**src/rtl/uart_cmd_pkg.sv**
```systemverilog
// Shared types and constants for the UART command framer and its consumers.
// The frame layout matches the field order expected by frequency_sweeper.
package uart_cmd_pkg;

    localparam int FRAME_BYTES_DEF = 11;
    localparam int CMD_W           = 88;

    localparam logic [7:0] MODE_SWEEP = 8'h00;
    localparam logic [7:0] MODE_PLL   = 8'h01;

    typedef enum logic [1:0] {
        IDLE    = 2'd0,
        COLLECT = 2'd1,
        CHECK   = 2'd2
    } framer_state_t;

    typedef struct packed {
        logic [7:0]  mode;
        logic [31:0] init_freq;
        logic [15:0] cycles_per_step;
        logic [31:0] freq_step;
    } cmd_t;

endpackage

```
**src/rtl/uart_cmd_timeout.sv**
```systemverilog
// Inter-byte timer: cleared on each byte, counts while enabled, saturates at
// all-ones and strobes expired in the cycle it sits at LIMIT-1.
module uart_cmd_timeout #(
    parameter int LIMIT = 10000
) (
    input  logic clk,
    input  logic reset_n,
    input  logic clear,
    input  logic en,
    output logic expired
);

    localparam int         W    = (LIMIT > 1) ? $clog2(LIMIT) : 1;
    localparam logic [W-1:0] LAST = W'(LIMIT - 1);
    localparam logic [W-1:0] SAT  = '1;

    logic [W-1:0] count;

    // NOTE: sequential state uses <= so every flop samples pre-edge values.
    always_ff @(posedge clk or negedge reset_n) begin
        if (!reset_n) begin
            count <= '0;
        end else if (clear) begin
            count <= '0;
        end else if (en && count != SAT) begin
            count <= count + 1'b1;
        end
    end

    // A byte in the expiry cycle clears the timer, so it must also mask the strobe.
    assign expired = en && !clear && (count == LAST);

endmodule

```
**src/rtl/uart_cmd_framer.sv**
```systemverilog
// Collects UART bytes into one 88-bit command, validates it and holds it in a
// single-entry valid/ready register. `define CMD_CHECKSUM_EN adds a trailing XOR byte.
module uart_cmd_framer
    import uart_cmd_pkg::*;
#(
    parameter int         CLK_FREQ       = 50_000_000,
    parameter int         FRAME_BYTES    = FRAME_BYTES_DEF,
    parameter int         TIMEOUT_CYCLES = CLK_FREQ / 5000,
    parameter logic [7:0] MAX_MODE       = MODE_PLL
) (
    input  logic             clk,
    input  logic             reset_n,
    input  logic [7:0]       rx_byte,
    input  logic             rx_valid,
    output logic [CMD_W-1:0] cmd_data,
    output logic             cmd_valid,
    input  logic             cmd_ready,
    output logic             busy,
    output logic             timeout_err,
    output logic             mode_err,
    output logic             overflow_err
`ifdef CMD_CHECKSUM_EN
    ,
    output logic             chk_err
`endif
);

`ifdef CMD_CHECKSUM_EN
    localparam int TOTAL = FRAME_BYTES + 1;
`else
    localparam int TOTAL = FRAME_BYTES;
`endif
    localparam int CW = $clog2(TOTAL + 1);

    framer_state_t    state, next_state;
    logic [CW-1:0]    byte_cnt;
    logic [CMD_W-1:0] sbuf;
    logic             skid_valid;
    logic [7:0]       skid_byte;
    logic             in_valid, take, last_slot, expired, chk_bad;
    logic [7:0]       in_byte;
    logic             mode_pulse, ovf_pulse, load;
    cmd_t             frame;

    // A byte caught during CHECK is replayed first, ahead of the live input.
    assign in_valid  = skid_valid || rx_valid;
    assign in_byte   = skid_valid ? skid_byte : rx_byte;
    assign take      = in_valid && (state != CHECK);
    assign last_slot = (byte_cnt == CW'(TOTAL - 1));
    assign busy      = (byte_cnt != '0);
    assign frame     = cmd_t'(sbuf);

    uart_cmd_timeout #(.LIMIT(TIMEOUT_CYCLES)) u_timeout (
        .clk     (clk),
        .reset_n (reset_n),
        .clear   (take || state != COLLECT),
        .en      (state == COLLECT),
        .expired (expired)
    );

    always_ff @(posedge clk or negedge reset_n) begin
        if (!reset_n) state <= IDLE;
        else          state <= next_state;
    end

    // NOTE: every comb output gets a default first so no path infers a latch.
    always_comb begin
        next_state = state;
        mode_pulse = 1'b0;
        ovf_pulse  = 1'b0;
        load       = 1'b0;
        case (state)
            IDLE, COLLECT: begin
                if (in_valid)     next_state = last_slot ? CHECK : COLLECT;
                else if (expired) next_state = IDLE;
            end
            CHECK: begin
                next_state = IDLE;
                if (!chk_bad) begin
                    if (frame.mode > MAX_MODE)         mode_pulse = 1'b1;
                    else if (cmd_valid && !cmd_ready)  ovf_pulse  = 1'b1;
                    else                               load       = 1'b1;
                end
            end
            default: next_state = IDLE;
        endcase
    end

    always_ff @(posedge clk or negedge reset_n) begin
        if (!reset_n) begin
            byte_cnt     <= '0;
            sbuf         <= '0;
            skid_valid   <= 1'b0;
            skid_byte    <= '0;
            cmd_data     <= '0;
            cmd_valid    <= 1'b0;
            timeout_err  <= 1'b0;
            mode_err     <= 1'b0;
            overflow_err <= 1'b0;
        end else begin
            timeout_err  <= expired;
            mode_err     <= mode_pulse;
            overflow_err <= ovf_pulse;

            if (take) begin
                byte_cnt <= byte_cnt + 1'b1;
                if (byte_cnt < CW'(FRAME_BYTES)) sbuf <= {in_byte, sbuf[CMD_W-1:8]};
            end else if (expired || state == CHECK) begin
                byte_cnt <= '0;
            end

            if (state == CHECK) begin
                if (rx_valid) begin
                    skid_valid <= 1'b1;
                    skid_byte  <= rx_byte;
                end
            end else if (skid_valid) begin
                skid_valid <= rx_valid;
                skid_byte  <= rx_byte;
            end

            if (load) begin
                cmd_data  <= sbuf;
                cmd_valid <= 1'b1;
            end else if (cmd_valid && cmd_ready) begin
                cmd_valid <= 1'b0;
            end
        end
    end

`ifdef CMD_CHECKSUM_EN
    // XOR over data plus checksum byte is zero exactly when the checksum matches.
    logic [7:0] xor_acc;

    always_ff @(posedge clk or negedge reset_n) begin
        if (!reset_n) begin
            xor_acc <= '0;
            chk_err <= 1'b0;
        end else begin
            chk_err <= (state == CHECK) && chk_bad;
            if (take) xor_acc <= (byte_cnt == '0) ? in_byte : (xor_acc ^ in_byte);
        end
    end

    assign chk_bad = (xor_acc != 8'h00);
`else
    assign chk_bad = 1'b0;
`endif

endmodule
```
**config.mk**
```make
export PLATFORM = sky130hd
export DESIGN_NAME = uart_cmd_framer
export DESIGN_NICKNAME = d
export VERILOG_FILES = /design/src/rtl/uart_cmd_pkg.sv /design/src/rtl/uart_cmd_timeout.sv /design/src/rtl/uart_cmd_framer.sv
export SDC_FILE = /design/constraint.sdc
export NUM_CORES = 1
export LEC_CHECK = 0
export ABC_AREA = 1
export CORE_ASPECT_RATIO = 0.75
export CORE_MARGIN = 2
export CORE_UTILIZATION = 46
export DETAILED_ROUTE_END_ITERATION = 16
export GPL_TIMING_DRIVEN = 1
export MAX_ROUTING_LAYER = met4
export PLACE_DENSITY = 0.75
export SETUP_SLACK_MARGIN = 0.02
export SLEW_MARGIN = 20
export SYNTH_ARGS = -nofsm -noshare
export SYNTH_HDL_FRONTEND = slang
export SYNTH_SLANG_ARGS = --single-unit
```
**constraint.sdc**
```tcl
create_clock -name clk -period 4.3 [get_ports clk]
set_clock_uncertainty 0.1 [all_clocks]
set_input_delay 1.075 -clock clk [delete_from_list [all_inputs] [get_ports clk]]
set_output_delay 1.075 -clock clk [all_outputs]
set_load 0.03 [all_outputs]
```
==> results of run 1 <==
==> layout by cell type, fill, tap and decap left out, drive strengths merged <==
cell             n
dfrtp          209
nand3           33
o21ai           99
a21o             1
buf             12
inv             77
or2              4
nor2            31
nand4           88
nand2          348
clkdlybuf4s50  103
o21bai           1
nor3             2
nor4             1
clkbuf          32
clkinv           2
ha               4
a21oi            2
bufinv           3
==> cell families after synthesis <==
| kind of cell | share of synthesized area, % |
|---|---|
| adders and majority gates | 0.577 |
| DFF | 60.3 |
| and+or+nand+nor | 25.7 |
| buffers and inverters | 6.79 |
| AOI/OAI and AO/OA | 6.61 |
==> how the worst max path moves through the flow <==
stage / start / to / slack [ns] / depth (start not counted)
finish: byte_cnt[0]$_DFFE_PN0P_ / busy / 1.13 / 4
global route: byte_cnt[0]$_DFFE_PN0P_ / busy / 1.06 / 4
CTS: byte_cnt[0]$_DFFE_PN0P_ / busy / 1.11 / 4
detailed placement: rx_valid / frame[58]$_DFFE_PN0P_ / 1.15 / 6
global placement: rx_valid / frame[58]$_DFFE_PN0P_ / 1.26 / 6
floorplan: cmd_ready / cmd_data[0]$_DFFE_PN0P_ / 2.22 / 6
==> flip-flops by register name (all words and copies together) (netlist names), 2 cells and up <==
| name | count |
|---|---|
| cmd_data | 88 |
| frame | 88 |
| u_timeout.count | 14 |
| skid_byte | 8 |
| byte_cnt | 4 |
| state | 2 |
==> metal layers <==
metal | track usage (%) | vias to the layer above
met5 | - | -
met4 | 4.76 | 0
met3 | 2.88 | 24
met2 | 29.8 | 216
met1 | 32.3 | 3287
li1 | - | 3269
==> layout make-up <==
cell class                      instances  area, µm²
Tap cell                              247        309
Inverter                               75        284
Fill cell                            1585       7900
Clock inverter                          7        118
Multi-Input combinational cell        614       2870
Clock buffer                           31        623
Timing Repair Buffer                  116       1170
Sequential cell                       209       5230
==> power by group through the flow <==
stage / sequential, mW / combinational [mW] / clock [mW]
6_report: 2.77 / 0.874 / 1.94
5_1_grt: 2.82 / 1.02 / 2.07
4_1_cts: 2.76 / 0.883 / 1.98
3_5_place_dp: 2.79 / 0.876 / 0
3_3_place_gp: 2.78 / 0.836 / 0
2_1_floorplan: 2.70 / 0.660 / 0
==> out/results.ini, run 1 <==
[outcome]
status=complete, no violations

[yosys]
ys_top_cells_by_count=347 x nand2_1, 209 x dfrtp_1, 88 x nand4_1
synth_seq_cells=209
yosysWarningCount=0
synthCells=956
synth.distinct_cells=27
synth_top_cell_area_share_pct=60.3
ys_seq_area_share_pct=60.3
synth_area_um2=8670
yosys.area.top_type=dfrtp_1
synth-edff-count=0
syn-num-nets=972
synthArstFlopShare_pct=100
synth.avg_cell_area_um2=9.07
yosysMostFrequentCell=nand2_1
ys.flop_type=dfrtp_1
ys_top_cells_by_area=dfrtp_1 60%, nand2_1 15%, nand4_1 6.3%

[pwr]
p_leak_nw=5.26
p_sw_share_pct=30.2
finalPower_mw=5.59
p_int_mw=3.90
comb_power_share_pct=15.6
ir_drop_mv=0.338
powerDensity_nw_per_um2=527
pwr-share-clk_pct=34.8
power.switching_mw=1.69
seq_power_share_pct=49.6

[critical_path]
required_ns=3.12
worstSetupPathType=reg2out
arrival_ns=2.00
crit_buf_inv=2
cp_cell_sequence=inv_1, ha_1, nand3_1, clkdlybuf4s50_1
worstReg2RegStart=frame[81]$_DFFE_PN0P_
rr_worst_depth=6
critPathSlowestCell=clkdlybuf4s50_1
cp_top_family=buffers and inverters
max_stage_delay_ns=0.68
end_kind=output pin
crit_path_start_kind=register
reg2reg_setup_slack_ns=1.88
r2r-end=cmd_data[69]$_DFFE_PN0P_
cp_max_fo=5

[min_path]
hp-start=state[1]$_DFFE_PN0P_
min_path_cells=1
hp-class=reg2reg
min_to=state[1]$_DFFE_PN0P_

[clock_network]
cts_max_level=1
clockBufferDepth=3
cts_root_buf=clkbuf_16
cts_inserted_buffers=21
clk_latency_ns=0.50
cts_resized=0
clock-sinks=209
cts_hold_buf=0
cts_tree=done
path_clk_slew_ns=0.06
cts_setup_buffers=0

[global_route]
grt_pass1_vias=6351
track_usage_pct=21.0
grt_max_degree=89
grt_pass1_wl_um=32900
grt-ovfl-total=0
grt_antenna_before_repair=0

[sta]
finalSetupTns_ns=0
min_period_ns=3.17
rsz0062_at_grt=no
worst_slack_ns=1.13
hold_ws_ns=0.332
setup_viol=0
finalHoldViolations=0
slew_violations=0
max_slew_margin_pct=32.5
tightest_slew_ns=1.01
fin_crit_sh_pct=73.7
timing.fmax_ghz=0.315

[placed_design]
place_inst=1260
gp_congestion=0.898
post-place-ws_ns=1.15
portBuffers=104
post_dp_cell_area_um2=9850
dpl.hpwl_um=12700

[final_layout]
drive_gt1_share_pct=6.75
syn2layout_area_growth_pct=22.3
final_cells=1299
final_cell_area_um2=10600
final_util_pct=57.3
num-nets-final=1053
insertedDiodeCount=0

[floorplanning]
io_pins=105
die_area_um2=20000
die_w_um=163
core_area_um2=18500
rows=43
start_util_pct=46.9
die_y_um=123

[drt]
met2_length_um=8540
drt_pass1_iterations=5
drt_iter0_markers=656
drt-total-wl_um=19700
via_per_inst=5.23
drtAntennaViolNets=0
wl_met3_um=1030
num_vias=6796
top_layer_used=met4
drcViolationCount=0
wire_per_inst_um=15.1
wl_met1_um=9730

[run]
drv_cap=0

Note: power is estimated with default switching activity, not from simulation.
==> run 2: changes to the inputs <==
--- a/config.mk
+++ b/config.mk
@@ -12,7 +12,7 @@
 export DETAILED_ROUTE_END_ITERATION = 16
 export GPL_TIMING_DRIVEN = 1
 export MAX_ROUTING_LAYER = met4
-export PLACE_DENSITY = 0.75
+export PLACE_DENSITY = 0.78
 export SETUP_SLACK_MARGIN = 0.02
 export SLEW_MARGIN = 20
 export SYNTH_ARGS = -nofsm -noshare
==> constraint.sdc (replaced) <==
create_clock -name clk -period 2.75 [get_ports clk]
set_clock_uncertainty 0.1 [all_clocks]
set_input_delay 0.6875 -clock clk [delete_from_list [all_inputs] [get_ports clk]]
set_output_delay 0.6875 -clock clk [all_outputs]
set_load 0.03 [all_outputs]
==> out/results.ini, run 2 <==
[outcome]
status=aborted with a tool error  ; was complete, no violations
stop_stage=detailed routing
toolErrorMsg=[ERROR DRT-0255] Maze Route cannot find path of net clk in worker of routeBox ( 144900 0 ) ( 162555 48300 ).

[placed_design]
gp_congestion=0.895  ; was 0.898
dpl.hpwl_um=13100  ; was 12700 µm
portBuffers=104  ; unchanged
post_dp_cell_area_um2=9940  ; was 9850 µm²

[floorplanning]
io_pins=105  ; unchanged
die_y_um=123  ; unchanged
start_util_pct=46.9  ; unchanged
die_w_um=163  ; unchanged
rows=43  ; unchanged

[global_route]
grt_pass1_vias=6404  ; was 6351
track_usage_pct=20.6  ; was 21.0%
grt_max_degree=89  ; unchanged
grt-ovfl-total=0  ; unchanged
grt_pass1_wl_um=32400  ; was 32900 µm
grt_antenna_before_repair=0  ; unchanged

[clock_network]
clock-sinks=209  ; unchanged
cts_inserted_buffers=21  ; unchanged
cts_hold_buf=0  ; unchanged
clockBufferDepth=3  ; unchanged
cts_root_buf=clkbuf_16  ; unchanged
cts_max_level=1  ; unchanged

[yosys]
synth.distinct_cells=27  ; unchanged
synth_area_um2=8670  ; unchanged
synth.avg_cell_area_um2=9.07  ; unchanged
synth_seq_cells=209  ; unchanged
ys.flop_type=dfrtp_1  ; unchanged
synth_top_cell_area_share_pct=60.3  ; unchanged
synth-edff-count=0  ; unchanged
syn-num-nets=972  ; unchanged
ys_seq_area_share_pct=60.3  ; unchanged
yosysWarningCount=0  ; unchanged
ys_top_cells_by_count=347 x nand2_1, 209 x dfrtp_1, 88 x nand4_1  ; unchanged
synthCells=956  ; unchanged
yosysMostFrequentCell=nand2_1  ; unchanged
yosys.area.top_type=dfrtp_1  ; unchanged
synthArstFlopShare_pct=100  ; unchanged
ys_top_cells_by_area=dfrtp_1 60%, nand2_1 15%, nand4_1 6.3%  ; unchanged

[run 2: cell counts after synthesis]
No cell type changed its count.
[run 2: kinds of logic after synthesis]
logic type / Yosys count / share of synthesized area (%)
compound gates: 103 / 6.61
fa+ha+maj: 4 / 0.577
buf+inv: 133 / 6.79
flops: 209 / 60.3
simple gates: 507 / 25.7
[run 2: timing repair]
item,CTS,global route
setup buffers,0,0
gates resized for setup,1,0
setup endpoints to repair,1,0
[run 2: through the flow]
stage                     cells  setup slack (ns)  utilization, %
after global routing       1301             0.128            57.1
after CTS                  1301             0.212            57.1
after detailed placement   1266             0.328            53.7
after floorplan             956              1.06               -
after global placement     1266             0.390            53.7
[run 2: per-layer routing]
metal	global-route usage, %
met5	-
met3	3.32
met2	30.4
met4	4.15
met1	30.5
==> run 3: changes to the inputs <==
--- a/config.mk
+++ b/config.mk
@@ -6,14 +6,11 @@
 export NUM_CORES = 1
 export LEC_CHECK = 0
 export ABC_AREA = 1
-export CORE_ASPECT_RATIO = 0.75
 export CORE_MARGIN = 2
-export CORE_UTILIZATION = 46
+export CORE_UTILIZATION = 31
 export DETAILED_ROUTE_END_ITERATION = 16
 export GPL_TIMING_DRIVEN = 1
-export MAX_ROUTING_LAYER = met4
-export PLACE_DENSITY = 0.78
-export SETUP_SLACK_MARGIN = 0.02
+export PLACE_DENSITY_LB_ADDON = 0.15
 export SLEW_MARGIN = 20
 export SYNTH_ARGS = -nofsm -noshare
 export SYNTH_HDL_FRONTEND = slang
==> constraint.sdc (replaced) <==
create_clock -name clk -period 3.6 [get_ports clk]
set_clock_uncertainty 0.1 [all_clocks]
set_input_delay 0.9 -clock clk [delete_from_list [all_inputs] [get_ports clk]]
set_output_delay 0.9 -clock clk [all_outputs]
set_load 0.03 [all_outputs]
==> out/results.ini, run 3 (synthesis gave the netlist of run 1 again) <==
[outcome]
status=complete, no violations  ; was aborted with a tool error

[pwr]
comb_power_share_pct=15.8
power.switching_mw=2.05
p_sw_share_pct=30.3
seq_power_share_pct=48.8
p_int_mw=4.70
ir_drop_mv=0.359
p_leak_nw=5.29
powerDensity_nw_per_um2=622
pwr-share-clk_pct=35.4

[global_route]
grt_pass1_vias=6675  ; was 6404
grt-ovfl-total=0  ; unchanged
grt_pass1_wl_um=35900  ; was 32400 µm
grt_max_degree=89  ; unchanged
grt_antenna_before_repair=0  ; unchanged
track_usage_pct=15.3  ; was 20.6%

[clock_network]
clock-sinks=209  ; unchanged
clockBufferDepth=3  ; unchanged
cts_setup_buffers=0  ; unchanged
cts_resized=0  ; was 1
cts_root_buf=clkbuf_16  ; unchanged
clk_latency_ns=0.51
path_clk_slew_ns=0.06
cts_inserted_buffers=24  ; was 21
cts_max_level=1  ; unchanged
cts_hold_buf=0  ; unchanged
cts_tree=done

[final_layout]
layout_commonest_cell=nand2_1
final_cells=1434
drive_gt1_share_pct=7.20
syn2layout_area_growth_pct=25.2
insertedDiodeCount=0
num-nets-final=1055
final_cell_mix=346 x nand2_1, 209 x dfrtp_1, 103 x clkdlybuf4s50_1

[placed_design]
dpl.hpwl_um=13500  ; was 13100 µm
place_inst=1391  ; was 1266
gp_congestion=0.830  ; was 0.895
portBuffers=104  ; unchanged

[drt]
drt-total-wl_um=21200
drtAntennaViolNets=0
num_vias=6512
wire_per_inst_um=14.8
drt_pass1_iterations=4
drt_iter0_markers=370
via_per_inst=4.54
drcViolationCount=0

[floorplanning]
core_area_um2=27600
rows=61  ; was 43
die_w_um=171  ; was 163 µm
io_pins=105  ; unchanged
die_y_um=171  ; was 123 µm
start_util_pct=31.4  ; was 46.9%
die_area_um2=29300

[sta]
timing.fmax_ghz=0.338
max_slew_margin_pct=39.8
setup_viol=0
rsz0062_at_grt=no
slew_violations=0
tightest_slew_ns=0.902
fin_crit_sh_pct=82.1
min_period_ns=2.96
finalSetupTns_ns=0
finalHoldViolations=0

[critical_path]
rr_worst_depth=7
worstSetupPathType=reg2out
cp_max_fo=5
required_ns=2.60
crit_path_start_kind=register
end_kind=output pin
arrival_ns=1.96

[run]
drv_cap=0

[min_path]
hp-class=in2async

==> run 3: power by group through the flow <==
stage	Combinational, mW	Clock (mW)	Sequential [mW]
floorplan	0.788	0	3.22
global placement	1.06	0	3.34
detailed placement	1.09	0	3.34
CTS	1.10	2.48	3.30
global route	1.26	2.59	3.38
finish	1.06	2.39	3.30
==> run 3: critical path: stages (launching register included) <==
cell and delay (ns):
dfrtp_1 0.41, inv_1 0.10, ha_1 0.20, nand3_1 0.08
clkdlybuf4s50_1 0.67
==> run 3: path summary, 6_finish.rpt <==
check	from	endpoint	slack, ns
worst max-delay path	byte_cnt[0]$_DFFE_PN0P_	busy	0.64
worst min-delay path	reset_n	cmd_data[38]$_DFFE_PN0P_	0.32
worst max register to register	frame[81]$_DFFE_PN0P_	cmd_data[18]$_DFFE_PN0P_	1.09
worst min register to register	state[1]$_DFFE_PN0P_	state[1]$_DFFE_PN0P_	0.33
max in group asynchronous	reset_n	state[0]$_DFFE_PN0P_	2.30
min in group clk	state[1]$_DFFE_PN0P_	state[1]$_DFFE_PN0P_	0.33
==> run 3: final cells by class <==
type / instances / area [µm²]
fillers: 2866 / 16800
flip-flops and latches: 209 / 5230
multi-input cells: 614 / 2870
repair buffers: 115 / 1200
clock buffers: 37 / 761
well taps: 378 / 473
inverters: 75 / 284
clock inverters: 6 / 35.0
==> run 3: stage by stage <==
| stage | instance area, µm² | total power, mW | utilization [%] | hold WS, ns | worst slack (ns) |
|---|---|---|---|---|---|
| floorplan | 8670 | 4.01 | - | 0.310 | 1.69 |
| global placement | 10100 | 4.40 | 36.4 | 0.329 | 0.712 |
| detailed placement | 10100 | 4.43 | 36.4 | 0.327 | 0.654 |
| CTS | 10900 | 6.88 | 39.3 | 0.329 | 0.602 |
| global route | 10900 | 7.22 | 39.3 | 0.355 | 0.541 |
| finish | 10900 | 6.75 | 39.3 | 0.316 | 0.644 |
==> run 3: layer usage <==
layer  part of all wire [%]  wire length, µm  vias to the layer above  global-route usage, %
met1                     48            10200                     3074                   21.3
met2                     45             9660                      124                   24.8
met5                      0                0                        -                      0
met4                    1.7              371                        0                   3.98
li1                       -                -                     3285                      -
met3                    4.7              996                       29                   2.58
